## src/rtl/alu_seq.sv

```systemverilog
// alu_seq: multi-cycle ALU with single-cycle arithmetic/logic, iterative shifts and shift-add multiply
module alu_seq #(
  parameter bit MUL_ENABLE = 1'b1
) (
  input  logic       clk,
  input  logic       rst,
  input  logic       start,
  input  logic [3:0] op,
  input  logic [7:0] a,
  input  logic [7:0] b,
  input  logic       cin,
  output logic       busy,
  output logic       done,
  output logic [7:0] result,
  output logic       carry,
  output logic       overflow,
  output logic       flag_we,
  output logic       wb
);
  typedef enum logic [1:0] {IDLE, EXEC, DONE} state_t;
  state_t state, state_nx;
  logic [3:0] op_r, cnt;
  logic [7:0] a_r, r1, sh;
  logic [15:0] prod, prod_nx;
  logic [8:0] sum9, dif9, ms;
  logic c1, v1, sc, rsv, multi, accept, mul_op;
  assign mul_op = op_r == 4'd11;
  assign rsv = (op >= 4'd13) || (op == 4'd11 && !MUL_ENABLE);
  assign multi = !rsv && (op == 4'd11 || ((op == 4'd8 || op == 4'd9 || op == 4'd10) && b[2:0] != 3'd0));
  assign accept = start && state == IDLE;
  // single-cycle results computed straight from the operands being accepted
  always_comb begin
    sum9 = {1'b0, a} + {1'b0, b} + {8'd0, op == 4'd1 && cin};
    dif9 = {1'b0, a} - {1'b0, b} - {8'd0, op == 4'd3 && cin};
    r1 = 8'd0;
    c1 = 1'b0;
    v1 = 1'b0;
    case (op)
      4'd0, 4'd1: begin
        r1 = sum9[7:0];
        c1 = sum9[8];
        v1 = (a[7] == b[7]) && (sum9[7] != a[7]);
      end
      4'd2, 4'd3, 4'd12: begin
        r1 = dif9[7:0];
        c1 = dif9[8];
        v1 = (a[7] != b[7]) && (dif9[7] != a[7]);
      end
      4'd4: r1 = a & b;
      4'd5: r1 = a | b;
      4'd6: r1 = a ^ b;
      4'd7: r1 = ~a;
      4'd8, 4'd9, 4'd10: r1 = a;
      default: ;
    endcase
  end
  // one shift step and one shift-add multiply step on the latched working registers
  always_comb begin
    sh = op_r == 4'd8 ? {a_r[6:0], 1'b0} : {op_r == 4'd10 && a_r[7], a_r[7:1]};
    sc = op_r == 4'd8 ? a_r[7] : a_r[0];
    ms = {1'b0, prod[15:8]} + (prod[0] ? {1'b0, a_r} : 9'd0);
    prod_nx = {ms, prod[7:1]};
  end
  // state register
  always_ff @(posedge clk or posedge rst)
    if (rst) state <= IDLE;
    else state <= state_nx;
  // next state and status outputs
  always_comb begin
    state_nx = state;
    case (state)
      IDLE: if (start) state_nx = multi ? EXEC : DONE;
      EXEC: if (cnt == 4'd1) state_nx = DONE;
      DONE: state_nx = IDLE;
      default: state_nx = IDLE;
    endcase
    busy = state != IDLE;
    done = state == DONE;
    flag_we = done && op_r <= 4'd12 && !(mul_op && !MUL_ENABLE);
    wb = done && op_r <= 4'd11 && !(mul_op && !MUL_ENABLE);
  end
  // operand latching, iteration, and result registers loaded only on entry to DONE
  always_ff @(posedge clk or posedge rst)
    if (rst) begin
      op_r <= 4'd0;
      a_r <= 8'd0;
      prod <= 16'd0;
      cnt <= 4'd0;
      result <= 8'd0;
      carry <= 1'b0;
      overflow <= 1'b0;
    end else if (accept) begin
      op_r <= op;
      a_r <= a;
      prod <= {8'd0, b};
      cnt <= op == 4'd11 ? 4'd8 : {1'b0, b[2:0]};
      if (!multi) begin
        result <= r1;
        carry <= c1;
        overflow <= v1;
      end
    end else if (state == EXEC) begin
      cnt <= cnt - 4'd1;
      a_r <= mul_op ? a_r : sh;
      prod <= prod_nx;
      if (cnt == 4'd1) begin
        result <= mul_op ? prod_nx[7:0] : sh;
        carry <= mul_op ? |prod_nx[15:8] : sc;
        overflow <= 1'b0;
      end
    end
endmodule
```

## config.mk

```make
export PLATFORM = sky130hd
export DESIGN_NAME = alu_seq
export DESIGN_NICKNAME = d
export VERILOG_FILES = /design/src/rtl/alu_seq.sv
export SDC_FILE = /design/constraint.sdc
export NUM_CORES = 1
export LEC_CHECK = 0
export CAP_MARGIN = 10
export CORE_ASPECT_RATIO = 2
export CORE_UTILIZATION = 51
export DETAILED_ROUTE_END_ITERATION = 12
export GPL_TIMING_DRIVEN = 0
export PLACE_DENSITY_LB_ADDON = 0.15
export SETUP_SLACK_MARGIN = 0.02
export SKIP_LAST_GASP = 1
export SLEW_MARGIN = 0
export SYNTH_ARGS = -nofsm -noshare
export SYNTH_HDL_FRONTEND = slang
export SYNTH_SLANG_ARGS = --single-unit
```

## constraint.sdc

```tcl
create_clock -name clk -period 2.27 [get_ports clk]
set_input_delay 0.454 -clock clk [delete_from_list [all_inputs] [get_ports clk]]
set_output_delay 0.454 -clock clk [all_outputs]
set_load 0.01 [all_outputs]
```

==> results.tsv <==
metric	value	unit
die_w	65.0	µm
hold_violations	0	
drt-initial-drc-count	303	
r2r_cells	9	
power_density	975	mW/mm²
r2r_end	carry$_DFFE_PP0P_	
path_clk_slew	0.06	ns
area_growth	26.8	%
hp-class	in -> async	
clockPowerShare	0.147	
yosys_warnings	0	
syn_nets	557	
grt_start_max_net_pins	34	
numClockSinks	44	
htree_num_levels	2	
ys_types	67	
worstPathCellList	buf_12, buf_8, nand4_1, fa_2, inv_2, ha_4, o21ai_4, a211oi_2, a221oi_2, xnor2_2, a221o_1, a22o_1	
synth-seq-cells	44	
synthFlopType	dfrtp_1	
maxCapViolations	0	
placed_area	0.00457	mm²
finalSetupTns	-1.48	ns
synth_seq_area_share	0.272	
violations	negative setup slack	
crit_start	op[0]	
cp_data_arrival_time	2.79	ns
drive_above_1_share	0.189	
p_sw_frac	0.437	
worstMarginPinSlew	0.638	ns
slowest_stage	fa_2	
setup_viol	8	
fill_cells	657	
path_max_fanout	5	
synth_top_family_by_area	compound AO/OA/AOI/OAI gates	
r2r-start	a_r[0]$_DFFE_PP0P_	
gp_congestion	0.958	
cts_inserted_buffers	5	
synth_area_leaders	dfrtp_1 (27%), ha_1 (12%), mux2i_1 (5.9%)	
start_util	0.529	
final_cells	645	
synth.mux.area_fraction	0.0621	
grt_pass1_vias	4089	
synth_cells	488	
maxSlewHeadroom	0.575	
wl_per_cell	20.1	µm
cp-start-kind	input pin	
num-nets-final	619	
critPathRequiredTime	2.45	ns
grt-ovfl-total	0	
setup_ws	-0.337	ns
worst-setup-path-type	in -> reg	
finalMaxSlewViolations	0	
dr.pass1.iters	5	
period_needed	2.61	ns
antenna_cells	0	
synth_area	0.00405	mm²
ctsHoldBuffers	0	
rsz0062_at_grt	true	
grt_usage	0.326	
cts_root_buf	clkbuf_16	
viasPerCell	6.15	
syn_area_per_cell	8.30	µm²
power_switching	2.19	mW
postRouteAntennaNets	0	
power_frac_seq	0.302	
synthSimpleGateAreaFrac	0.185	
dieArea	0.00832	mm²
grt_pass1_wl	20300	µm
port_buffers	34	
die_height	128	µm
r2r_slack	-0.04	ns
synthDominantCellAreaShare	0.272	
max_freq	384	MHz
clk_latency	0.29	ns
synth_xor_area_frac	0.0346	
numPlacedInstances	617	
synth-adder-area-share	0.151	
p_comb_frac	0.551	
power	5.01	mW
cts_tree	yes	
intPower	2.82	mW
final_area	0.00514	mm²
slowest_delay	0.57	ns
rows	45	
timing.final.crit_share	1.15	
coreArea	0.00766	mm²
drc	0	
routed_wl	12900	µm
leakage	2.23	nW
grt_antenna_before_repair	0	
status	complete, but fails checks	
final_util	0.671	
peakVddDrop	0.374	mV
clockBufferDepth	2	
fin_worst_skew	0.00673	ns
synth_compound_area_frac	0.243	
crit_path_end_kind	register	
synth-edff-count	0	
pin_count	38	
dp_hpwl	9990	µm
yosys.area.top_type	dfrtp_1	
vias	3969	
async_flop_share	1.00	
## flip-flops by register name (all words and copies together), names as in the netlist
signal    count
a_r           8
carry         1
cnt           4
op_r          4
overflow      1
prod         16
result        8
state         2
## cells in the final DEF, fill, tap and decap left out, types with 9 or more instances in the layout
cell type	synthesis	final
nand2_1	49	49
ha_1	40	31
clkdlybuf4s50_1	0	17
o211ai_1	11	11
clkbuf_1	16	13
nor2_1	46	45
o21ai_0	20	16
o21ai_1	17	20
inv_1	30	21
inv_2	2	11
xnor2_1	11	9
mux2i_1	24	24
a21oi_1	22	19
a31oi_1	9	9
nand3_1	12	12
dfrtp_1	44	41
buf_4	1	21
## critical path, delay by kind of cell
family,cells,cell delay [ns]
simple gates,1,0.11
fa+ha+maj,2,0.72
buf+inv,3,0.24
compound gates,5,1.11
xor+xnor,1,0.14
## cell usage after synthesis (all sizes together) (5+ instances only)
cell type / count
a211oi: 10
a21oi: 23
a22oi: 5
a31oi: 9
and2: 9
buf: 7
clkbuf: 16
dfrtp: 44
fa: 5
ha: 40
inv: 32
mux2i: 24
nand2: 50
nand2b: 7
nand3: 12
nor2: 46
nor2b: 5
nor3: 9
o211ai: 11
o21a: 6
o21ai: 38
o22ai: 10
xnor2: 11
xor2: 5
## worst max path at each step
stage / endpoint / slack [ns] / cells after the start
6_report: overflow$_DFFE_PP0P_ / -0.34 / 12
5_1_grt: overflow$_DFFE_PP0P_ / -0.40 / 12
4_1_cts: overflow$_DFFE_PP0P_ / -0.47 / 13
3_5_place_dp: overflow$_DFFE_PP0P_ / -1.47 / 13
3_3_place_gp: overflow$_DFFE_PP0P_ / -1.48 / 13
2_1_floorplan: overflow$_DFFE_PP0P_ / -0.63 / 13
## layout make-up
type	count	area [µm²]	area share
Multi-Input combinational cell	389	2960	0.576
Clock buffer	8	146	0.0285
Buffer	20	144	0.0280
Sequential cell	44	1100	0.215
Timing Repair Buffer	58	544	0.106
Inverter	32	120	0.0234
Tap cell	94	118	0.0229
## logic make-up (layout without fill, tap and decap cells)
group,count (synthesis),after routing
simple gates,156,156
compound gates,146,146
buf+inv,55,118
fa+ha+maj,46,46
flops,44,44
mux,25,25
xor+xnor,16,16
## per-layer routing
layer | vias to the layer above | part of all wire | global-route usage
li1 | 1882 | - | -
met1 | 1914 | 0.34 | 0.316
met2 | 122 | 0.57 | 0.642
met3 | 51 | 0.034 | 0.0329
met4 | 0 | 0.052 | 0.176
met5 | - | 0 | 0
## per-stage QoR
stage	worst slack, ns	hold WS, ns
after floorplan	-0.626	0.469
after global placement	-1.48	0.490
after detailed placement	-1.47	0.502
after CTS	-0.475	0.435
after global routing	-0.404	0.453
final	-0.337	0.425
## power by group through the flow
stage          Clock (mW)  Sequential (mW)  Combinational (mW)
6_report            0.737             1.51                2.76
3_5_place_dp            0             1.51                2.48
5_1_grt             0.759             1.55                3.01
2_1_floorplan           0             1.43                1.67
3_3_place_gp            0             1.49                2.43
4_1_cts             0.735             1.49                2.69
## repair_timing
item / CTS / global route
setup buffers: 15 / 7
setup endpoints to repair: 16 / 19
pin swaps: 24 / 23
cloned: 0 / 1
gates resized for setup: 74 / 36
(Power assumes the default switching activity.)
